<file path="config.mk">
export PLATFORM = sky130hd
export DESIGN_NAME = mac_bus_initiator
export DESIGN_NICKNAME = d
export VERILOG_FILES = /design/src/rtl/mac_bus_initiator.sv
export SDC_FILE = /design/constraint.sdc
export NUM_CORES = 1
export LEC_CHECK = 0
export BUFFER_PORTS_ARGS = -buffer_cell sky130_fd_sc_hd__buf_2
export CORE_ASPECT_RATIO = 0.6
export CORE_MARGIN = 1
export CORE_UTILIZATION = 58
export CTS_CLUSTER_DIAMETER = 40
export DETAILED_ROUTE_END_ITERATION = 8
export PLACE_DENSITY = 0.79
export SLEW_MARGIN = 20
export SYNTH_ARGS = -nofsm -noshare
export SYNTH_HDL_FRONTEND = slang
export SYNTH_SLANG_ARGS = --single-unit
</file>
<file path="constraint.sdc">
create_clock -name FCLK -period 2.2 [get_ports FCLK]
set_input_delay 0.11 -clock FCLK [delete_from_list [all_inputs] [get_ports FCLK]]
set_output_delay 0.11 -clock FCLK [all_outputs]
set_load 0.01 [all_outputs]
</file>
<file path="src/rtl/mac_bus_initiator.sv">
// Initiator for MC68000-style bus cycles on the slow Mac bus, sequenced from synchronized
// C8M/E events on the fast clock and reporting completion as Ready or nBERRMac.
module mac_bus_initiator #(
  parameter int unsigned TIMEOUT = 200
) (
  input  logic FCLK,
  input  logic Reset,
  input  logic Req,
  input  logic RnW,
  input  logic nUDSIn,
  input  logic nLDSIn,
  output logic Ready,
  output logic nBERRMac,
  input  logic C8M,
  input  logic E,
  input  logic nDTACKIn,
  input  logic nVPAIn,
  input  logic nBERRIn,
  output logic nASMac,
  output logic nUDSMac,
  output logic nLDSMac,
  output logic RnWMac,
  output logic nVMA,
  output logic ABEn,
  output logic DBEn,
  output logic DLatch
);

  localparam int unsigned CntW = $clog2(TIMEOUT + 1);
  localparam logic [CntW-1:0] CntLast = CntW'(TIMEOUT - 1);

  typedef enum logic [2:0] {
    StIdle, StAddr, StStrb, StWait, StVwait, StData, StTerm, StDone
  } state_e;

  typedef enum logic [1:0] {VsWaitLow, VsWaitRise, VsWaitFall} vsub_e;

  state_e          state_q, state_d;
  vsub_e           vsub_q, vsub_d;
  logic [CntW-1:0] cnt_q, cnt_d;
  logic [2:0]      c8m_q, e_q;
  logic [1:0]      dtack_q, vpa_q, berr_q;
  logic            rnw_lat_q, rnw_lat_d, uds_lat_q, uds_lat_d, lds_lat_q, lds_lat_d;
  logic            err_q, err_d;
  logic            as_q, as_d, uds_q, uds_d, lds_q, lds_d, vma_q, vma_d;
  logic            rnw_mac_q, rnw_mac_d, abe_q, abe_d, dbe_q, dbe_d, dlatch_q, dlatch_d;
  logic            ready_q, ready_d, berr_mac_q, berr_mac_d;

  logic c8m_rise, c8m_fall, e_rise, e_fall, e_s, dtack_s, vpa_s, berr_s;

  assign c8m_rise = c8m_q[1] & ~c8m_q[2];
  assign c8m_fall = ~c8m_q[1] & c8m_q[2];
  assign e_rise   = e_q[1] & ~e_q[2];
  assign e_fall   = ~e_q[1] & e_q[2];
  assign e_s      = e_q[1];
  assign dtack_s  = dtack_q[1];
  assign vpa_s    = vpa_q[1];
  assign berr_s   = berr_q[1];

  always_comb begin
    state_d    = state_q;
    vsub_d     = vsub_q;
    cnt_d      = cnt_q;
    rnw_lat_d  = rnw_lat_q;
    uds_lat_d  = uds_lat_q;
    lds_lat_d  = lds_lat_q;
    err_d      = err_q;
    as_d       = as_q;
    uds_d      = uds_q;
    lds_d      = lds_q;
    vma_d      = vma_q;
    rnw_mac_d  = rnw_mac_q;
    abe_d      = abe_q;
    dbe_d      = dbe_q;
    dlatch_d   = 1'b0;
    ready_d    = ready_q;
    berr_mac_d = berr_mac_q;

    unique case (state_q)
      StIdle: begin
        cnt_d = '0;
        if (Req && c8m_rise) begin
          state_d   = StAddr;
          rnw_lat_d = RnW;
          uds_lat_d = nUDSIn;
          lds_lat_d = nLDSIn;
          abe_d     = 1'b1;
          rnw_mac_d = RnW;
        end
      end
      StAddr: begin
        if (c8m_fall) begin
          state_d = StStrb;
          as_d    = 1'b0;
          if (rnw_lat_q) begin
            uds_d = uds_lat_q;
            lds_d = lds_lat_q;
          end
        end
      end
      StStrb: begin
        if (c8m_rise) begin
          state_d = StWait;
          if (!rnw_lat_q) begin
            dbe_d = 1'b1;
            uds_d = uds_lat_q;
            lds_d = lds_lat_q;
          end
        end
      end
      StWait: begin
        if (c8m_fall) begin
          if (!berr_s) begin
            state_d = StTerm;
            err_d   = 1'b1;
          end else if (!dtack_s) begin
            state_d = StData;
          end else if (!vpa_s) begin
            state_d = StVwait;
            vsub_d  = VsWaitLow;
          end else if (cnt_q == CntLast) begin
            state_d = StTerm;
            err_d   = 1'b1;
          end else begin
            cnt_d = cnt_q + CntW'(1);
          end
        end
      end
      StVwait: begin
        if (c8m_fall && !berr_s) begin
          state_d = StTerm;
          err_d   = 1'b1;
        end else if (c8m_fall && (cnt_q == CntLast)) begin
          state_d = StTerm;
          err_d   = 1'b1;
        end else begin
          if (c8m_fall) cnt_d = cnt_q + CntW'(1);
          // E phase walk: synchronized E low, then one full E high pulse
          unique case (vsub_q)
            VsWaitLow: begin
              if (!e_s) begin
                vma_d  = 1'b0;
                vsub_d = VsWaitRise;
              end
            end
            VsWaitRise: if (e_rise) vsub_d = VsWaitFall;
            VsWaitFall: if (e_fall) state_d = StData;
            default:    vsub_d = VsWaitLow;
          endcase
        end
      end
      StData: begin
        if (c8m_rise) begin
          state_d  = StTerm;
          dlatch_d = rnw_lat_q;
        end
      end
      StTerm: begin
        if (c8m_fall) begin
          as_d  = 1'b1;
          uds_d = 1'b1;
          lds_d = 1'b1;
          vma_d = 1'b1;
          dbe_d = 1'b0;
          if (Req) begin
            state_d = StDone;
            if (err_q) berr_mac_d = 1'b0;
            else       ready_d    = 1'b1;
          end else begin
            state_d   = StIdle;
            abe_d     = 1'b0;
            rnw_mac_d = 1'b1;
            err_d     = 1'b0;
          end
        end
      end
      StDone: begin
        if (!Req) begin
          state_d    = StIdle;
          ready_d    = 1'b0;
          berr_mac_d = 1'b1;
          abe_d      = 1'b0;
          rnw_mac_d  = 1'b1;
          err_d      = 1'b0;
        end
      end
      default: state_d = StIdle;
    endcase
  end

  always_ff @(posedge FCLK) begin
    if (Reset) begin
      c8m_q      <= 3'b000;
      e_q        <= 3'b000;
      dtack_q    <= 2'b11;
      vpa_q      <= 2'b11;
      berr_q     <= 2'b11;
      state_q    <= StIdle;
      vsub_q     <= VsWaitLow;
      cnt_q      <= '0;
      rnw_lat_q  <= 1'b1;
      uds_lat_q  <= 1'b1;
      lds_lat_q  <= 1'b1;
      err_q      <= 1'b0;
      as_q       <= 1'b1;
      uds_q      <= 1'b1;
      lds_q      <= 1'b1;
      vma_q      <= 1'b1;
      rnw_mac_q  <= 1'b1;
      abe_q      <= 1'b0;
      dbe_q      <= 1'b0;
      dlatch_q   <= 1'b0;
      ready_q    <= 1'b0;
      berr_mac_q <= 1'b1;
    end else begin
      c8m_q      <= {c8m_q[1:0], C8M};
      e_q        <= {e_q[1:0], E};
      dtack_q    <= {dtack_q[0], nDTACKIn};
      vpa_q      <= {vpa_q[0], nVPAIn};
      berr_q     <= {berr_q[0], nBERRIn};
      state_q    <= state_d;
      vsub_q     <= vsub_d;
      cnt_q      <= cnt_d;
      rnw_lat_q  <= rnw_lat_d;
      uds_lat_q  <= uds_lat_d;
      lds_lat_q  <= lds_lat_d;
      err_q      <= err_d;
      as_q       <= as_d;
      uds_q      <= uds_d;
      lds_q      <= lds_d;
      vma_q      <= vma_d;
      rnw_mac_q  <= rnw_mac_d;
      abe_q      <= abe_d;
      dbe_q      <= dbe_d;
      dlatch_q   <= dlatch_d;
      ready_q    <= ready_d;
      berr_mac_q <= berr_mac_d;
    end
  end

  assign nASMac   = as_q;
  assign nUDSMac  = uds_q;
  assign nLDSMac  = lds_q;
  assign nVMA     = vma_q;
  assign RnWMac   = rnw_mac_q;
  assign ABEn     = abe_q;
  assign DBEn     = dbe_q;
  assign DLatch   = dlatch_q;
  assign Ready    = ready_q;
  assign nBERRMac = berr_mac_q;

endmodule
</file>
==> metrics.md, run 1 <==
| Metric | Value |
|---|---|
| Total number of vias | `1816` |
| Final WS setup | `just under 200 ps` |
| Initial Util | `between 60% and 70%` |
| Clock share of power | `about two fifths` |
| Startpoint types | `flip-flop` |
| Setup CP Type | `flip-flop to flip-flop` |
| Critical path arrival | `2160 ps` |
| Core area | `approximately 0.0033 sq mm` |
| Deepest clock path buffer count | `2` |
| Pre-CTS WS | `around 110 ps` |
| CTS clk-pin slew, worst paths | `around 80 ps` |
| Nets | `about 270` |
| # diodes | `0` |
| Post-CTS Setup Inserts | `0` |
| Final clock skew | `2.49 ps` |
| Status | `finished, final reports clean` |
| DR iter-0 viols | `164` |
| Pleak | `about 0.00087 uW` |
| Synth warn | `0` |
| Reg2reg path depth | `5` |
| Max-cap violations | `0` |
| Avg Cell Area, Syn | `about 8.4 sq um` |
| Max Fclk | `roughly 0.5 GHz` |
| Sink Count | `39` |
| Die footprint | `~0.0037 sq mm` |
| Internal | `1170 uW` |
| Final period util | `91.2%` |
| DRT Wirelength | `between 4 and 5 mm` |
| Antenna Nets Post-Route | `0` |
| Clock period minus worst slack | `2010 ps` |
| Antenna violations before repair | `0` |
| Switching pwr | `approximately 410 uW` |
| Worst setup EP type | `flip-flop` |
| Pins Over Slew Limit | `0` |
| Layout cell share with drive strength beyond 1 | `between 20% and 30%` |
| Cells after Synth | `around 240` |
| Fill cells | `269` |
| Largest net degree at the start of global routing | `49` |
| PortBufs | `20` |
| Hold slack | `18.7 ps` |
| Worst IR Drop VDD | `around 0.00057 V` |
| CTS tree | `built` |
| Drt drc | `0` |
| GPL Wtd Cong | `between 0.9 and 1` |
| Root buf cell | `clkbuf_8` |
| Post-synthesis sequential area ratio | `39.1%` |
| DP HPWL | `slightly above 3 mm` |
| CP bufs+invs | `0` |
| DR WL/cell | `roughly 14 um` |
| Mapped Nets | `249` |
| Finished Core Util | `between 70% and 80%` |
| CP delay by family, top | `simple AND/OR/NAND/NOR gates` |
| CP Max Fanout | `12` |
| Worst hold path depth | `2` |
| H-tree Lvls | `2` |
| Crit-path max cell delay | `roughly 530 ps` |
| Gr usage total | `between 20% and 30%` |
| Worst Tran Pin Value | `about 760 ps` |
| CP required | `about 2400 ps` |
| Post-Syn Area | `0.00199 sq mm` |
| Hold Path Class | `input pin to flip-flop` |
| CTS Buf Count | `5` |
| Synth unique cells | `54` |
| Final setup viols | `0` |
| Via-per-instance ratio | `around 6` |
| Number of synthesized flops with an enable pin | `0` |
| IO Pins | `21` |
| FP Rows | `16` |
| Post-synth top flop | `dfxtp_1` |
| Clk_lat worst skew | `between 200 and 300 ps` |
| First-pass GRT wire length | `~6.9 mm` |
| Total negative slack | `0 ps` |
| RSZ-0062 raised after global routing | `no` |
| Final Hold Vio Count | `0` |
| First drt pass iteration count | `5` |
| Vias in the first global route | `between 1000 and 1500` |
| Area delta synth->final | `14.7%` |
| Max-Slew Margin vs Limit | `about half` |
| Die height | `47.4 um` |
| Gate power share | `14.5%` |
| Critical path depth | `5` |
| Critical path, cell by cell | `or3b_1 -> o32a_1 -> o21ai_2 -> nand2b_2 -> o32ai_2` |
| Gr ovfl total | `0` |
| Die W | `around 80 um` |
| Async S/R FF share, synth | `0%` |
| #FFs+latches synth | `39` |
| Worst path slowest cell | `or3b_1` |
| P per Cell Area | `between 600 and 700 mW/mm^2` |
| Sequential power share | `a little under half` |
| Sw Share | `26.1%` |
[registers in the layout (all words and copies together), names as in the netlist, 2 cells and up]
register	count
e_q	3
vsub_q	2
cnt_q	8
berr_q	2
state_q	3
dtack_q	2
c8m_q	3
vpa_q	2
[power by group through the flow]
stage | combinational [uW] | clock [uW] | sequential (uW)
5_1_grt | 257 | 646 | 752
6_report | 230 | 604 | 748
3_5_place_dp | 222 | 0 | 764
2_1_floorplan | 167 | 0 | 760
3_3_place_gp | 219 | 0 | 763
4_1_cts | 227 | 614 | 747
[synthesized netlist by cell type, types with 2 or more instances]
master    count  area (sq um)
nand3_1       8          40.0
o32ai_2       4          65.1
o21bai_1      7          52.6
nor4_1        3          18.8
nor3_1        9          45.0
buf_1         2          7.51
dfxtp_1      39           781
o21ai_0       8          40.0
inv_1         9          33.8
nand2b_1     10          62.6
o32a_1        3          30.0
a31oi_1       2          12.5
nand3b_1      7          52.6
or2_2         8          50.1
nor2_1       14          52.6
a41oi_1       2          17.5
or4_1         3          22.5
clkbuf_1      8          30.0
nand2_1      18          67.6
o22a_1        3          26.3
nor3b_1       2          15.0
or3_1         4          25.0
buf_2         3          15.0
and3_1        2          12.5
mux2i_1       2          20.0
o21a_1        2          15.0
a21oi_1      19          95.1
nor2b_1      10          62.6
[per-layer routing]
layer	part of all wire [%]	GRT usage (%)	wire, um	vias up
met2	40	34.0	1780	81
met5	0	0	0	-
met4	0.48	4.91	21	0
met1	51	38.2	2250	828
li1	-	-	-	900
met3	7.8	7.24	345	7
[path summary, 6_finish.rpt]
check | slack (ps) | endpoint | start
setup reg to reg | 190 | cnt_q[5] | state_q[0]
hold / removal | 20 | e_q[0] | E
setup / recovery | 190 | cnt_q[5] | state_q[0]
hold reg to reg | 420 | berr_q[1] | berr_q[0]
[kinds of logic (layout without fill, tap and decap cells)]
family                   after synthesis  in the layout  share of synthesized area [%]
AND/OR/NAND/NOR                      107            107                           30.2
flip-flops                            39             39                           39.1
AO/OA/AOI/OAI                         64             64                           23.8
multiplexers                           2              2                           1.00
adder cells (fa/ha/maj)                1              1                          0.627
buffers and inverters                 24             48                           5.27
[what timing repair did]
| item | CTS | global route |
|---|---|---|
| setup endpoints to repair | 0 | 6 |
| hold buffers | 3 | 0 |
| hold endpoints to repair | 3 | 0 |
| resized for setup | 0 | 1 |
[final cells by class]
cell class | count | area, sq um | share of cell area [%]
multi-input cells | 174 | 1110 | 48.7
flip-flops and latches | 39 | 781 | 34.1
repair buffers | 31 | 190 | 8.31
clock buffers | 5 | 68.8 | 3.01
well taps | 45 | 56.3 | 2.46
clock inverters | 3 | 43.8 | 1.91
inverters | 9 | 33.8 | 1.48
[metrics by stage]
step / total power (uW) / instance area (sq um) / cells
after floorplan: 927 / 1990 / 237
after global placement: 981 / 2140 / 295
after detailed placement: 985 / 2140 / 295
after CTS: 1590 / 2280 / 306
after global routing: 1650 / 2290 / 306
final: 1580 / 2290 / 306
[worst reg2reg max path, stage by stage, from the launching register on]
cell and delay [ps]:
dfxtp_1 370, or3b_1 530, o32a_1 370, o21ai_2 190, nand2b_2 290, o32ai_2 110
[placed cells by master, fill, tap and decap left out, drive strengths merged, types with 3 or more instances in the layout]
master / n
a21oi: 19
buf: 28
clkbuf: 5
dfxtp: 39
dlygate4sd3: 3
inv: 9
nand2: 18
nand2b: 11
nand3: 8
nand3b: 7
nor2: 15
nor2b: 10
nor3: 9
nor4: 3
o21ai: 9
o21bai: 7
o22a: 3
o32a: 3
o32ai: 5
or2: 8
or3: 4
or4: 3
Power figures use the tool's default switching activity.
==> run 2, diff against run 1 <==
Settings changed: PLACE_DENSITY 0.79 to 0.89.
==> run 2 against run 1 <==
Effect of this change:
- total power shrank 9.2%
- clock skew grew 3.7 ps
- combinational power is essentially flat
- sequential power shrank 1%
- fmax shrank 0.87%
- non-clock buffer count shrank 2
- count of clock-buffer cells in the layout is the same
- via count shrank 1.0%
- first-iteration DRC count shrank 16%
- cell area shrank 2.1%
- flip-flop and latch count is the same
- register-to-register slack lost 20 ps
- critical path type unchanged
- largest power group unchanged
==> metrics.md, run 2 (synthesis results as in run 1) <==
| Metric | Value |
|---|---|
| CTS Buf Count | `5` |
| Startpoint types | `flip-flop` |
| Layout cell share with drive strength beyond 1 | `20.2%` |
| Setup CP Type | `flip-flop to flip-flop` |
| IO Pins | `21` |
| CTS tree | `built` |
| Critical path arrival | `between 2000 and 2500 ps` |
| CP Max Fanout | `5` |
| GPL Wtd Cong | `0.969` |
| CP required | `approximately 2400 ps` |
| Hold slack | `between 20 and 30 ps` |
| Clk_lat worst skew | `approximately 290 ps` |
| PortBufs | `20` |
| Antenna Nets Post-Route | `0` |
| Final Instance Area | `about 0.0022 sq mm` |
| Largest register by flop count | `cnt_q` |
| Final Hold Vio Count | `0` |
| Gr ovfl total | `0` |
| Total number of vias | `between 1500 and 2000` |
| Max-cap violations | `0` |
| Post-CTS Setup Inserts | `0` |
| Drt drc | `0` |
| Total negative slack | `0 ps` |
| H-tree Lvls | `2` |
| Critical Path Source | `cnt_q[0]` |
| First-pass GRT wire length | `around 6.6 mm` |
| Worst reg2reg startpoint | `cnt_q[0]` |
| Final period util | `between 90 and 100%` |
| Multi-input gate area | `approximately 0.0011 sq mm` |
| Final clock skew | `approximately 6.2 ps` |
| Final setup viols | `0` |
| Root buf cell | `clkbuf_8` |
| Initial Util | `61.1%` |
| Reg2reg path depth | `6` |
| FP Rows | `16` |
| Die W | `approximately 78 um` |
| Vias in the first global route | `roughly 1400` |
| DR WL/cell | `approximately 14 um` |
| Sink Count | `39` |
| # diodes | `0` |
| RSZ-0062 raised after global routing | `no` |
| P per Cell Area | `between 600 and 700 mW/mm^2` |
| Max Fclk | `approximately 0.49 GHz` |
| Pre-CTS WS | `approximately 140 ps` |
| Area of placed instances | `around 0.0021 sq mm` |
| Antenna violations before repair | `0` |
| Die height | `47.4 um` |
| Fill cells | `276` |
| Deepest clock path buffer count | `2` |
| Most common cell after layout, fill and taps aside | `dfxtp_1` |
| Area delta synth->final | `12.4%` |
| Status | `finished, final reports clean` |
| Worst IR Drop VDD | `about 0.00056 V` |
| Final WS setup | `between 150 and 200 ps` |
| DRT Wirelength | `about 4.3 mm` |
| Register area | `between 700 and 800 sq um` |
| Crit path to | `state_q[1]` |
| Post-route insts no fill | `between 300 and 400` |
| Max FFs per register | `8` |
| Worst Tran Pin Value | `~780 ps` |
| Reg2Reg Setup Slack | `180 ps` |
| Via-per-instance ratio | `slightly below 6` |
| Most frequent cells in the layout | `39 x dfxtp_1, 20 x buf_2, 18 x nand2_1, 18 x a21oi_1, 14 x nor2_1` |
| Gr usage total | `~24%` |
| Pleak | `0.000847 uW` |
| RR Endpoint | `state_q[1]` |
| Largest net degree at the start of global routing | `slightly below 50` |
| Cells after DPL | `between 200 and 300` |
| Die footprint | `between 0.003 and 0.004 sq mm` |
| Core area | `approximately 0.0033 sq mm` |
| First drt pass iteration count | `5` |
| Worst setup EP type | `flip-flop` |
| CTS clk-pin slew, worst paths | `roughly 80 ps` |
| DR iter-0 viols | `~140` |
| Hold Path Class | `input pin to flip-flop` |
| Nets | `between 200 and 300` |
| Pins Over Slew Limit | `0` |
| Max-Slew Margin vs Limit | `about half` |
| DP HPWL | `~3.0 mm` |
| Clock period minus worst slack | `approximately 2000 ps` |
-- run 2: cell count changes in the layout (fill, tap and decap cells not counted), sizes merged --
cell	previous run	this run
buf	28	26
bufinv	1	0
-- run 2: metrics by stage --
stage,total power (uW),utilization (%)
6_report,1440,68.7
5_1_grt,1520,68.7
4_1_cts,1440,68.6
3_5_place_dp,982,65.1
3_3_place_gp,976,65.1
2_1_floorplan,927,-
-- run 2: area by class of cell --
class	count	share of cell area, %
multi-input combinational	174	49.6
timing repair buffer	29	7.82
tap	45	2.51
sequential	39	34.8
clock buffer	5	3.07
clock inverter	2	0.614
inverter	9	1.51
-- run 2: report_power, final --
part           leakage, uW  internal, uW  switching, uW  total (uW)
logic             0.000485           103            130         233
registers         0.000318           728           12.4         740
clock network    0.0000440           217            246         463
-- run 2: worst min-delay path by stage --
stage | from | end | slack, ps | cells past startpoint
floorplan | nBERRIn | berr_q[0] | 210 | 1
global placement | nDTACKIn | dtack_q[0] | 290 | 2
detailed placement | nVPAIn | vpa_q[0] | 300 | 2
CTS | E | e_q[0] | 20 | 2
global route | C8M | c8m_q[0] | 20 | 2
finish | C8M | c8m_q[0] | 30 | 2
-- run 2: layer usage --
layer  share of wire, %  track usage [%]  vias up
met3                7.0             5.71        4
met2                 42             34.3       72
met5                  0                0        -
li1                   -                -      897
met1                 51             36.1      824
met4               0.53             8.30        0
-- run 2: repair_timing --
action                     in CTS  in global routing
setup endpoints to repair       0                  1
gates resized for setup         0                  1
hold buffers                    3                  0
hold endpoints to repair        3                  0
-- run 2: critical path: stages (launching register included) --
cell	delay (ps)
dfxtp_1	370
ha_1	240
nor4b_1	360
nand2_1	240
a21oi_2	280
o2111ai_1	150
a221oi_1	300
==> run 3, diff against run 2 <==
Settings changed: PLACE_DENSITY 0.89 to 0.78.
==> run 3 against run 2 <==
Effect of this change:
- sequential power up 1%
- critical endpoint is now cnt_q[5]
- critical path type unchanged
- setup slack worse by 46 ps
- count of clock-buffer cells in the layout unchanged
- routed wire length grew 2.3%
==> metrics.md, run 3 (synthesis results as in run 1) <==
| Metric | Value |
|---|---|
| Status | `finished, final reports clean` |
| Die height | `around 47 um` |
| Reg2Reg Setup Slack | `130 ps` |
| Total negative slack | `0 ps` |
| CTS Buf Count | `5` |
| Total power | `between 1500 and 2000 uW` |
| Most common cell after layout, fill and taps aside | `dfxtp_1` |
| Total number of vias | `approximately 1800` |
| Post-CTS Setup Inserts | `0` |
| H-tree Lvls | `2` |
| Worst path slowest cell | `o21ai_2` |
| RR Endpoint | `cnt_q[5]` |
| Clk_lat worst skew | `290 ps` |
| CP bufs+invs | `0` |
| Hold Path Class | `input pin to flip-flop` |
| Worst Tran Pin Value | `772 ps` |
| Deepest clock path buffer count | `2` |
| Largest net degree at the start of global routing | `between 40 and 50` |
| Pins Over Slew Limit | `0` |
| Gr ovfl total | `0` |
| Layout cell share with drive strength beyond 1 | `about a fifth` |
| Final WS setup | `about 130 ps` |
| Via-per-instance ratio | `5.91` |
| Worst reg2reg startpoint | `cnt_q[0]` |
| RSZ-0062 raised after global routing | `no` |
| Critical path arrival | `approximately 2200 ps` |
| Min-delay src | `E` |
| Pleak | `roughly 0.00086 uW` |
| Reg2reg path depth | `6` |
| Startpoint types | `flip-flop` |
| Antenna violations before repair | `0` |
| # diodes | `0` |
| Most frequent cells in the layout | `39 x dfxtp_1, 20 x buf_2, 18 x nand2_1, 18 x a21oi_1, 14 x nor2_1` |
| Final clock skew | `3.27 ps` |
| Final setup viols | `0` |
| Critical path, cell by cell | `ha_1 -> nor4b_1 -> a22oi_1 -> o21ai_2 -> nand2b_2 -> o32ai_2` |
| CP delay by family, top | `compound AO/OA/AOI/OAI gates` |
| Root buf cell | `clkbuf_8` |
| Antenna Nets Post-Route | `0` |
| GPL Wtd Cong | `between 1 and 1.5` |
| Gr usage total | `25.8%` |
| P per Cell Area | `between 600 and 700 mW/mm^2` |
| CTS clk-pin slew, worst paths | `around 80 ps` |
| CP Max Fanout | `12` |
| Area of placed instances | `0.00213 sq mm` |
| Final period util | `94.1%` |
| DP HPWL | `3.10 mm` |
| Crit-path max cell delay | `a little under 400 ps` |
| Max FFs per register | `8` |
| Final Hold Vio Count | `0` |
| Setup CP Type | `flip-flop to flip-flop` |
| Worst setup EP type | `flip-flop` |
| Worst IR Drop VDD | `between 0.0005 and 0.0006 V` |
| CTS tree | `built` |
| FP Rows | `16` |
| Drt drc | `0` |
| Die footprint | `roughly 0.0037 sq mm` |
| Clock period minus worst slack | `about 2100 ps` |
| Vias in the first global route | `1434` |
| DRT Wirelength | `roughly 4.4 mm` |
| DR iter-0 viols | `between 150 and 200` |
| Sink Count | `39` |
| Final Instance Area | `around 0.0023 sq mm` |
| First drt pass iteration count | `4` |
| Initial Util | `between 60% and 70%` |
| Worst hold path depth | `2` |
| Largest register by flop count | `cnt_q` |
| Nets | `270` |
| Pre-CTS WS | `a little under 80 ps` |
| Max-Slew Margin vs Limit | `about half` |
| CP required | `2360 ps` |
| DR WL/cell | `14.5 um` |
| Core area | `0.00326 sq mm` |
| Max-cap violations | `0` |
| Die W | `approximately 78 um` |
| First-pass GRT wire length | `approximately 7 mm` |
| PortBufs | `20` |
| Max Fclk | `between 0.4 and 0.5 GHz` |
| IO Pins | `21` |
| Hold Path Sink | `e_q[0]` |
| Area delta synth->final | `13.7%` |
## run 3: changes by cell type in the layout (fill, tap and decap cells not counted), sizes merged
cell | previous run | this run
bufinv | 0 | 1
buf | 26 | 27
dlygate4sd3 | 3 | 2
## run 3: worst max-delay path by stage
stage	startpoint	depth (start not counted)	to
after floorplan	cnt_q[0]	6	state_q[1]
after global placement	cnt_q[0]	6	cnt_q[5]
after detailed placement	cnt_q[0]	6	state_q[1]
after CTS	cnt_q[0]	6	state_q[1]
after global routing	cnt_q[0]	6	cnt_q[5]
final	cnt_q[0]	6	cnt_q[5]
## run 3: repair_timing
action	in CTS	in global routing
gates resized for setup	0	1
hold endpoints to repair	2	0
hold buffers	2	0
setup endpoints to repair	0	1
## run 3: final cells by class
cell class                 instances  area [sq um]
clock buffer                       5          68.8
clock inverter                     3          43.8
fill                             280           995
inverter                           9          33.8
multi-input combinational        174          1110
sequential                        39           781
tap                               45          56.3
timing repair buffer              29           173
## run 3: power breakdown
part	leakage (uW)	switching (uW)	internal [uW]
logic	0.000487	126	102
registers	0.000318	20.0	728
clock network	0.0000581	267	338
## run 3: layer usage
layer	vias up	global-route usage, %	routed length (um)
li1	902	-	-
met1	808	37.8	2140
met2	81	36.5	1780
met3	7	7.24	449
met4	0	8.68	40
met5	-	0	0
## run 3: stage by stage
stage	cells	util, %	hold WS, ps
finish	304	69.5	21.5
detailed placement	294	65.3	297
CTS	304	69.4	17.5
floorplan	237	-	214
global route	304	69.5	23.7
global placement	294	65.3	293
## run 3: worst reg2reg max path: stages (launching register included)
cell      delay, ps
dfxtp_1         380
ha_1            260
nor4b_1         340
a22oi_1         170
o21ai_2         390
nand2b_2        300
o32ai_2         110
